<file path="src/rtl/alu.sv">
// Single-cycle-latency ALU for an RV32I-style datapath.
// The result is formed combinationally from the operands and the decoder
// operation class, then registered together with a zero flag on each edge.
module alu (
    input  logic        clk,
    input  logic        rst,
    input  logic [31:0] A,
    input  logic [31:0] B,
    input  logic [2:0]  ALUOp,
    input  logic [2:0]  funct3,
    output logic [31:0] Result,
    output logic        zero
);

    localparam logic [2:0] OP_ADDR   = 3'b000;
    localparam logic [2:0] OP_BRANCH = 3'b001;
    localparam logic [2:0] OP_R      = 3'b010;
    localparam logic [2:0] OP_R_ALT  = 3'b011;
    localparam logic [2:0] OP_I      = 3'b100;
    localparam logic [2:0] OP_LUI    = 3'b101;
    localparam logic [2:0] OP_PASS_A = 3'b110;

    logic [4:0]  shamt;
    logic        use_sub;
    logic        use_sra;
    logic        lt_signed;
    logic        lt_unsigned;
    logic        taken;
    logic [31:0] arith_result;
    logic [31:0] next_result;

    // Shared comparators; both branch and set-less-than forms use them.
    always_comb begin
        shamt       = B[4:0];
        lt_signed   = $signed(A) < $signed(B);
        lt_unsigned = A < B;
    end

    // Alternate-form selects: SUB only exists for R-type with funct7[5]=1,
    // while SRA is picked by funct7[5] for R-type and by imm bit 10 for I-type.
    always_comb begin
        use_sub = (ALUOp == OP_R_ALT);
        use_sra = (ALUOp == OP_R_ALT) || ((ALUOp == OP_I) && B[10]);
    end

    // Branch condition evaluation; the two unused funct3 codes never take.
    always_comb begin
        taken = 1'b0;
        case (funct3)
            3'b000:  taken = (A == B);
            3'b001:  taken = (A != B);
            3'b100:  taken = lt_signed;
            3'b101:  taken = !lt_signed;
            3'b110:  taken = lt_unsigned;
            3'b111:  taken = !lt_unsigned;
            default: taken = 1'b0;
        endcase
    end

    // Integer arithmetic/logic shared by the R-type and I-type classes.
    always_comb begin
        arith_result = 32'h0;
        case (funct3)
            3'b000:  arith_result = use_sub ? (A - B) : (A + B);
            3'b001:  arith_result = A << shamt;
            3'b010:  arith_result = {31'b0, lt_signed};
            3'b011:  arith_result = {31'b0, lt_unsigned};
            3'b100:  arith_result = A ^ B;
            3'b101:  arith_result = use_sra ? $unsigned($signed(A) >>> shamt)
                                            : (A >> shamt);
            3'b110:  arith_result = A | B;
            3'b111:  arith_result = A & B;
            default: arith_result = 32'h0;
        endcase
    end

    // Operation-class mux producing the value loaded on the next edge.
    always_comb begin
        next_result = 32'h0;
        case (ALUOp)
            OP_ADDR:   next_result = A + B;
            OP_BRANCH: next_result = {31'b0, taken};
            OP_R:      next_result = arith_result;
            OP_R_ALT:  next_result = arith_result;
            OP_I:      next_result = arith_result;
            OP_LUI:    next_result = B;
            OP_PASS_A: next_result = A;
            default:   next_result = 32'h0;
        endcase
    end

    // Output register; reset clears the pending result immediately.
    always_ff @(posedge clk or posedge rst) begin
        if (rst) begin
            Result <= 32'h0;
            zero   <= 1'b1;
        end else begin
            Result <= next_result;
            zero   <= (next_result == 32'h0);
        end
    end

endmodule

</file>
<file path="config.mk">
export PLATFORM = sky130hd
export DESIGN_NAME = alu
export DESIGN_NICKNAME = d
export VERILOG_FILES = /design/src/rtl/alu.sv
export SDC_FILE = /design/constraint.sdc
export NUM_CORES = 1
export LEC_CHECK = 0
export ABC_AREA = 1
export CAP_MARGIN = 40
export CORE_AREA = 2 2 196 198
export DETAILED_ROUTE_END_ITERATION = 10
export DIE_AREA = 0 0 198 200
export GPL_ROUTABILITY_DRIVEN = 0
export PLACE_DENSITY = 0.55
export REMOVE_ABC_BUFFERS = 1
export SETUP_SLACK_MARGIN = 0.3
export SLEW_MARGIN = 25
export SYNTH_ARGS = -nofsm -noshare
export SYNTH_HDL_FRONTEND = slang
export SYNTH_SLANG_ARGS = --single-unit
</file>
<file path="constraint.sdc">
create_clock -name clk -period 1.69 [get_ports clk]
set_input_delay 0.2535 -clock clk [delete_from_list [all_inputs] [get_ports clk]]
set_output_delay 0.2535 -clock clk [all_outputs]
set_load 0.05 [all_outputs]
</file>
Word-level counts from Yosys, hierarchy flattened
Index checks and enable logic that the tools add are counted.
- magnitude comparators: 2
- add/sub/neg operators: 2
- reduce and logical (&&, ||, !) cells: 8
- multiplexer cells: 5
- shifts and indexed selects: 3
- equal/unequal tests: 15
- bitwise logic cells: 3
- operator list (operator ; number):
    32-bit one-hot mux with 8 select lines ; 1
    32-bit one-hot mux with 5 select lines ; 1
    32-bit < comparator ; 2
    32-bit 2-to-1 mux ; 2
    32-bit adder ; 1
    32-bit bitwise AND ; 1
    32-bit == test ; 1
    32-bit zero test ; 1
    32-bit inequality test ; 1
    32-bit bitwise OR ; 1
    32-bit by 5-bit left shift with 32-bit output ; 1
    32-bit by 5-bit right shift with 32-bit output ; 1
    32-bit by 5-bit >>> shifter with 32-bit output ; 1
    32-bit subtractor ; 1
    32-bit XOR ; 1
    3-bit == test, second input constant ; 7
    3-bit by 2-bit == test with 1-bit output, second input constant ; 4
    3-bit by 1-bit == test with 1-bit output, second input constant ; 2
    3-bit zero test ; 2
    1-bit one-hot mux with 6 select lines ; 1
    3-bit OR reduction ; 1
    1-bit zero test ; 2
    1-bit logical AND ; 1
    1-bit logical OR ; 1
- input bits: 72
- output and inout bits: 33
- bits in registers: 33

Longest topological paths before layout
Gate-level depths: netlist of run 1.
- word-level depth: 7
- mapped depth: 23
- gate-level depth less buffers: 22

Worst setup path before layout of run 1
No wires, ideal clock.
- path kind: input -> register
- from: input B[2]
- to: register zero
- stages: 22
- arrival: 2409 ps
- buffers on the path: 3
- slack: -786 ps
- library setup time: 67 ps
- cell sequence: clkinv_1 > buf_2 > buf_2 > ha_1 > buf_4 > nor2_2 > nand2_1 > nand3_1 > nand2_1 > nand2_2 > nand2_1 > nand2_1 > nand2_1 > nand2_1 > nand2_1 > nand3_1 > nand3_1 > a21oi_1 > nand3_1 > nor2_1 > nand3_1 > nor2_1
- longest elaborated chain between the ends: 5
- elaborated cells between the ends (all ways): 20
- classes of those cells: add/sub (2); order compare (2); eq/ne (2); shift (3); mux (5); bitwise (3); reduce/logical (3)
- ends and longest elaborated chain (element ; line ; text):
    start, declared ; 8 ; input logic [31:0] B,
    32-bit adder (tied with other cells) ; 64, 81 ;
    32-bit 2-to-1 mux (tied with other cells) ; 64 ; 3'b000: arith_result = use_sub ? (A - B) : (A + B);
    32-bit one-hot mux with 8 select lines or 1-bit one-hot mux with 6 select lines (tied branches) ; 63, 49 ;
    32-bit one-hot mux with 5 select lines (*) ; 80 ; case (ALUOp)
    32-bit zero test (*) ; 99 ; zero <= (next_result == 32'h0);
    end signal, assigned ; 99 ;
    end, declared ; 12 ; output logic zero
Every way passes the cells marked *; elsewhere a longest branch is shown, timed or not.

Worst setup path in the final report of run 1
- from: input B[0]
- to: register zero
- longest elaborated chain between the ends: 5
- elaborated cells between the ends (all ways): 20
- classes of those cells: add/sub (2); order compare (2); eq/ne (2); shift (3); mux (5); bitwise (3); reduce/logical (3)
- ends and longest elaborated chain (element ; line ; text):
    32-bit adder (tied with other cells) ; 64, 81 ;
    32-bit 2-to-1 mux (tied with other cells) ; 64 ;
    32-bit one-hot mux with 8 select lines or 1-bit one-hot mux with 6 select lines (tied branches) ; 63, 49 ;
    32-bit one-hot mux with 5 select lines (*) ; 80 ;
    named net next_result[0] ; 30 ; logic [31:0] next_result;
    32-bit zero test (*) ; 99 ;
The timed path passes the listed nets; every way through them passes the cells marked *.

==> results.yml, run 1 <==
synthesis:
  synth-compound-area-share: 0.119
  synth_warnings: 0
  synth_top_area_cell: "nand2_1"
  synth_seq_cells: 33
  ys_seq_area_frac: 0.0638
  syn_area_mm2: 0.0130
  synth_xor_area_frac: 0.00473
  synth_commonest_cells: "nand2_1, nand3_1, inv_1, nor2_1, ha_1"
  synth_enable_flop_cells: 0
  synthMuxAreaShare: 0
  synth-simple-area-share: 0.552
  synth_ff_type: "dfrtp_1"
  synth-adder-area-share: 0.0968
  synth_cells: 2465
  avgSynthCellArea_um2: 5.26
  synthArstFlopShare: 1.00
  synth.most_common_cell: "nand2_1"
  synth.area.top_cells: "nand2_1, nand3_1, inv_1, ha_1, dfrtp_1"
  synth_top_area_share: 0.246
  synth_top_family_by_area: "simple AND/OR/NAND/NOR gates"
  synth_cell_types: 50
setup_path:
  cp.arrival_ns: 3.20
  cp_max_fo: 3
  endpoint: "zero"
  cp.required_ns: 1.93
  crit_start: "B[0]"
  cp-start-kind: "input pin"
  worstSetupEndpointType: "register"
  worstSetupPathType: "input pin to register"
detailed_routing:
  remaining_drc_errors: 0
  drtIter0Drc: 3432
  ant_nets: 0
  firstDrtPassIters: 11
  wl_per_cell_um: 21.9
  dr_total_vias: 21500
  wl_um: 81300
  viasPerCell: 5.78
sta:
  fin_crit_sh: 1.75
  max_slew_margin: 0.551
  setup_viol: 33
  rsz0062_at_grt: "true"
  worst_pin_slew_ns: 0.673
  fin_crit_ns: 2.96
  holdWs_ns: 0.309
  fmax_mhz: 337
  slew_violations: 0
  hold_viol: 0
  setup_ws_ns: -1.27
min_path:
  hold_path.class: "input pin to asynchronous set/reset pin"
floorplanning:
  start_util: 0.346
  die-height_um: 200
  rows: 71
  core_area_mm2: 0.0374
  ioPinCount: 105
  dieArea_mm2: 0.0396
  die_x_um: 198
pwr:
  p_leak_nw: 12.1
  power_mw: 10.5
  peakVddDrop_uv: 417
  power.density_mw_per_mm2: 459
cts:
  clock_tree.root_cell: "clkbuf_16"
  cts.htree.levels: 2
  cts-buffers-inserted: 5
  tritoncts: "yes"
  path_clk_slew_ns: 0.06
  hold_buffers: 0
  clock-sinks: 33
  cts_buffer_depth: 2
finish:
  nFillCells: 3291
  drive_above_1_share: 0.490
  antenna_cells: 0
  multi_input_area_mm2: 0.0128
  regArea_um2: 827
  syn_to_final_growth_pct: 77.3
  final_cell_area_mm2: 0.0230
  final_core_util: 0.614
  nets: 3378
run_status:
  outcome: "finished with violations"
  violations: "negative setup slack"
global_route:
  grt_pass1_vias: 20400
  grt_pass1_wl_um: 117000
  grt_max_degree: 66
  antenna_found_initial: 3
  grt_overflow: 0
  track_usage: 0.394
placed_design:
  port_buffers: 104
  placed_area_mm2: 0.0184
  pre_cts_ws_ns: -2.18
  dpl.hpwl_um: 61200
flow_run:
  timing.max_cap.violations: 0
[placed cells by master (no fill, tap or decap), drive strengths merged, types with 2 or more instances in the layout]
cell type / count
nor2: 186
inv: 358
dfrtp: 32
clkbuf: 10
a21o: 2
nand3b: 4
ha: 97
o211ai: 11
o21bai: 7
and2: 3
a21oi: 85
o21ai: 48
nand2: 892
clkdlybuf4s15: 18
clkinv: 5
buf: 810
dlygate4sd2: 17
o22ai: 26
clkdlybuf4s50: 2
nor3: 19
nand3: 465
a211oi: 11
xor2: 6
a31oi: 5
nand4: 34
fa: 2
o221ai: 29
a221oi: 6
or2: 2
a31o: 9
[worst max-delay path: stages]
cell	delay, ns
buf_6	0.07
buf_8	0.12
ha_4	0.14
inv_4	0.04
fa_2	0.41
nand2_2	0.12
buf_6	0.11
a21oi_4	0.05
nand2_2	0.08
nand2_2	0.07
nand2_2	0.15
nand2_2	0.10
buf_6	0.13
nand2_4	0.07
nand2_4	0.06
nand2_2	0.06
nand2_1	0.05
nor2_1	0.09
nand3_1	0.12
nand2_2	0.10
nand3_4	0.10
nor2_4	0.11
nand4_1	0.37
nor2_1	0.22
[how the worst min path moves through the flow]
stage	cells past startpoint	endpoint	from	slack (ns)
finish	3	Result[19]	rst	0.31
global route	3	Result[19]	rst	0.33
CTS	3	Result[19]	rst	0.31
detailed placement	3	Result[19]	rst	0.63
global placement	3	Result[19]	rst	0.62
floorplan	1	Result[0]	rst	0.38
[per-layer routing]
layer	global-route usage	routed length, um	vias to the layer above
met3	0.104	11000	558
met2	0.604	33600	1711
li1	-	-	9439
met1	0.478	29000	9795
met5	0	41	-
met4	0.284	7570	6
[metrics by stage]
step                      TNS, ns  std cells
after floorplan            -48.37       2349
after global placement     -45.48       3546
after detailed placement   -45.97       3546
after CTS                  -15.37       3692
after global routing       -20.56       3719
final                      -18.77       3719
[cell type report]
type	count	share of cell area
flip-flops and latches	33	0.0360
multi-input cells	1953	0.558
repair buffers	851	0.310
well taps	511	0.0278
clock inverters	1	0.000218
inverters	363	0.0614
clock buffers	7	0.00665
[where the power goes]
part	switching, mW	total, mW	internal, mW
logic	5.03	8.57	3.54
clock network	0.418	1.04	0.626
registers	0.0317	0.928	0.896
total	5.48	10.5	5.07
[registers in the layout, indices dropped and copies added, names as in the netlist]
| register | cells |
|---|---|
| Result | 32 |
| zero | 1 |
[logic make-up (layout without fill, tap and decap cells)]
kind of cell    Yosys count  after routing
xor+xnor                  7              7
fa+ha+maj                99             99
flops                    33             33
compound gates          242            242
simple gates           1605           1605
buf+inv                 479           1222
[timing repair]
item | 4_1_cts | 5_1_grt
buffers inserted | 136 | 27
gates resized for setup | 813 | 270
setup endpoints to repair | 33 | 33
pin swaps | 158 | 110
hold endpoints to repair | 0 | 0
cloned | 2 | 0
(Power assumes the default switching activity.)
==> inputs of run 2 (changes only) <==
ABC_CLOCK_PERIOD_IN_PS = 1690   (was default)
GPL_ROUTABILITY_DRIVEN = 1   (was 0)
==> run 2 against run 1 <==
Sequential share of layout area shrank 0.30 points. Combinational power grew 9.9%. Sequential power is essentially flat. Count of clock-buffer cells in the layout grew 1. Critical path type unchanged. Flip-flop and latch count is the same. The run still ends with negative setup slack left.
==> results.yml, run 2 (synthesized netlist as in run 1, its figures left out) <==
placed_design:
  placed_cells: 3645
  placed_area_mm2: 0.0191
  gp_congestion: 1.03
  port_buffers: 104
  pre_cts_ws_ns: -2.21
  dpl.hpwl_um: 68600
sta:
  max_slew_margin: 0.671
  worst_pin_slew_ns: 0.488
  fin_crit_ns: 2.81
  setup_ws_ns: -1.12
  slew_violations: 0
  holdWs_ns: 0.303
  hold_viol: 0
  setup_viol: 33
  tns_ns: -18.49
  fmax_mhz: 356
  fin_crit_sh: 1.66
  rsz0062_at_grt: "true"
global_route:
  grt_pass1_wl_um: 125000
  antenna_found_initial: 1
  grt_pass1_vias: 20300
  track_usage: 0.429
  grt_overflow: 0
  grt_max_degree: 42
detailed_routing:
  ant_nets: 0
  drtIter0Drc: 2140
  firstDrtPassIters: 8
  dr_total_vias: 21200
  viasPerCell: 5.52
  wl_per_cell_um: 22.9
  remaining_drc_errors: 0
  wl_um: 87900
run_status:
  outcome: "finished with violations"
  violations: "negative setup slack"
pwr:
  power.density_mw_per_mm2: 454
  peakVddDrop_uv: 394
  power_mw: 11.3
  p_leak_nw: 13.0
flow_run:
  timing.max_cap.violations: 0
floorplanning:
  dieArea_mm2: 0.0396
  core_area_mm2: 0.0374
  ioPinCount: 105
  start_util: 0.346
  rows: 71
  die-height_um: 200
  die_x_um: 198
setup_path:
  slowest_delay_ns: 0.32
  worstPathCellList: "dlygate4sd2_1, inv_1, ha_4, buf_6, o21bai_1, a21oi_2, nand2_2, a21oi_4, nand2_4, nand2_2, nand2_1, nor2_1, nand3_1, nand2_1, nand3_2, nor2_4, nand4_1, nor2_1"
  cp-start-kind: "input pin"
  worstSetupEndpointType: "register"
  crit_start: "A[31]"
  worstSetupPathType: "input pin to register"
  cp.required_ns: 1.92
  cp.arrival_ns: 3.04
  crit_path_top_delay_cell: "ha_4"
  cp_max_fo: 6
finish:
  stdcell_count: 3834
  final_common_cell: "buf_4"
  antenna_cells: 0
  nets: 3493
  largest_register_ffs: 32
  regArea_um2: 827
  mostFrequentLayoutCells: "buf_4, nand2_1, nand3_1, inv_1, nand2_2"
  nFillCells: 3352
  syn_to_final_growth_pct: 93.1
  final_cell_area_mm2: 0.0250
  drive_above_1_share: 0.546
  final_core_util: 0.669
  largest_register: "Result"
  multi_input_area_mm2: 0.0137
  top_regs: "Result: 32 flops, zero: 1 flops"
min_path:
  hold_path.class: "input pin to asynchronous set/reset pin"
cts:
  cts_buffer_depth: 2
  clock-sinks: 33
  path_clk_slew_ns: 0.06
  cts.htree.levels: 2
  tritoncts: "yes"
  clock_tree.root_cell: "clkbuf_16"
  cts-buffers-inserted: 5
-- run 2: cell types whose count changed in the layout (fill, tap and decap cells not counted), moves of 9 or more --
cell     delta
a21oi_2    -10
nand3_4    +20
nand2_2    +16
inv_4       +9
buf_4      +58
nand2_4    +38
nor2_4      +9
inv_1      -15
nand3_1    -40
nand3_2    +20
buf_6      +58
nand2_1    -59
-- run 2: layout make-up --
class / count / area share
clock buffers: 8 / 0.00585
inverters: 363 / 0.0572
multi-input cells: 1953 / 0.549
flip-flops and latches: 33 / 0.0331
well taps: 511 / 0.0256
repair buffers: 966 / 0.329
-- run 2: metal layers --
layer | vias to the layer above | global-route usage | part of all wire
met5 | - | 0 | 0.00019
met4 | 2 | 0.235 | 0.060
met3 | 266 | 0.0976 | 0.099
met2 | 1159 | 0.674 | 0.44
met1 | 10100 | 0.545 | 0.40
li1 | 9675 | - | -
-- run 2: what timing repair did --
| item | CTS | global route |
|---|---|---|
| gates cloned | 3 | 0 |
| setup endpoints to repair | 33 | 33 |
| hold endpoints to repair | 0 | 0 |
| gates resized for setup | 928 | 453 |
| buffers inserted | 133 | 45 |
| pin swaps | 223 | 219 |
| hold buffers | 0 | 0 |
-- run 2: worst paths after layout --
| path | cells past startpoint | slack [ns] | to |
|---|---|---|---|
| max in group asynchronous | 3 | 1.14 | zero |
| worst max-delay path | 18 | -1.12 | zero |
| worst min-delay path | 3 | 0.30 | Result[27] |
| min in group clk | 6 | 0.61 | Result[12] |
-- run 2: critical path, delay by kind of cell --
| kind | cells | cell delay [ns] |
|---|---|---|
| AO/OA/AOI/OAI | 3 | 0.49 |
| adder cells (fa/ha/maj) | 1 | 0.32 |
| buffers and inverters | 3 | 0.58 |
| AND/OR/NAND/NOR | 11 | 1.38 |
-- run 2: report_power, final --
group / internal (mW) / switching [mW] / leakage, nW / total, mW
Sequential: 0.897 / 0.0346 / 0.415 / 0.931
Clock: 0.590 / 0.410 / 0.0712 / 1.00
Combinational: 4.01 / 5.41 / 12.6 / 9.42
Total: 5.50 / 5.85 / 13.0 / 11.3
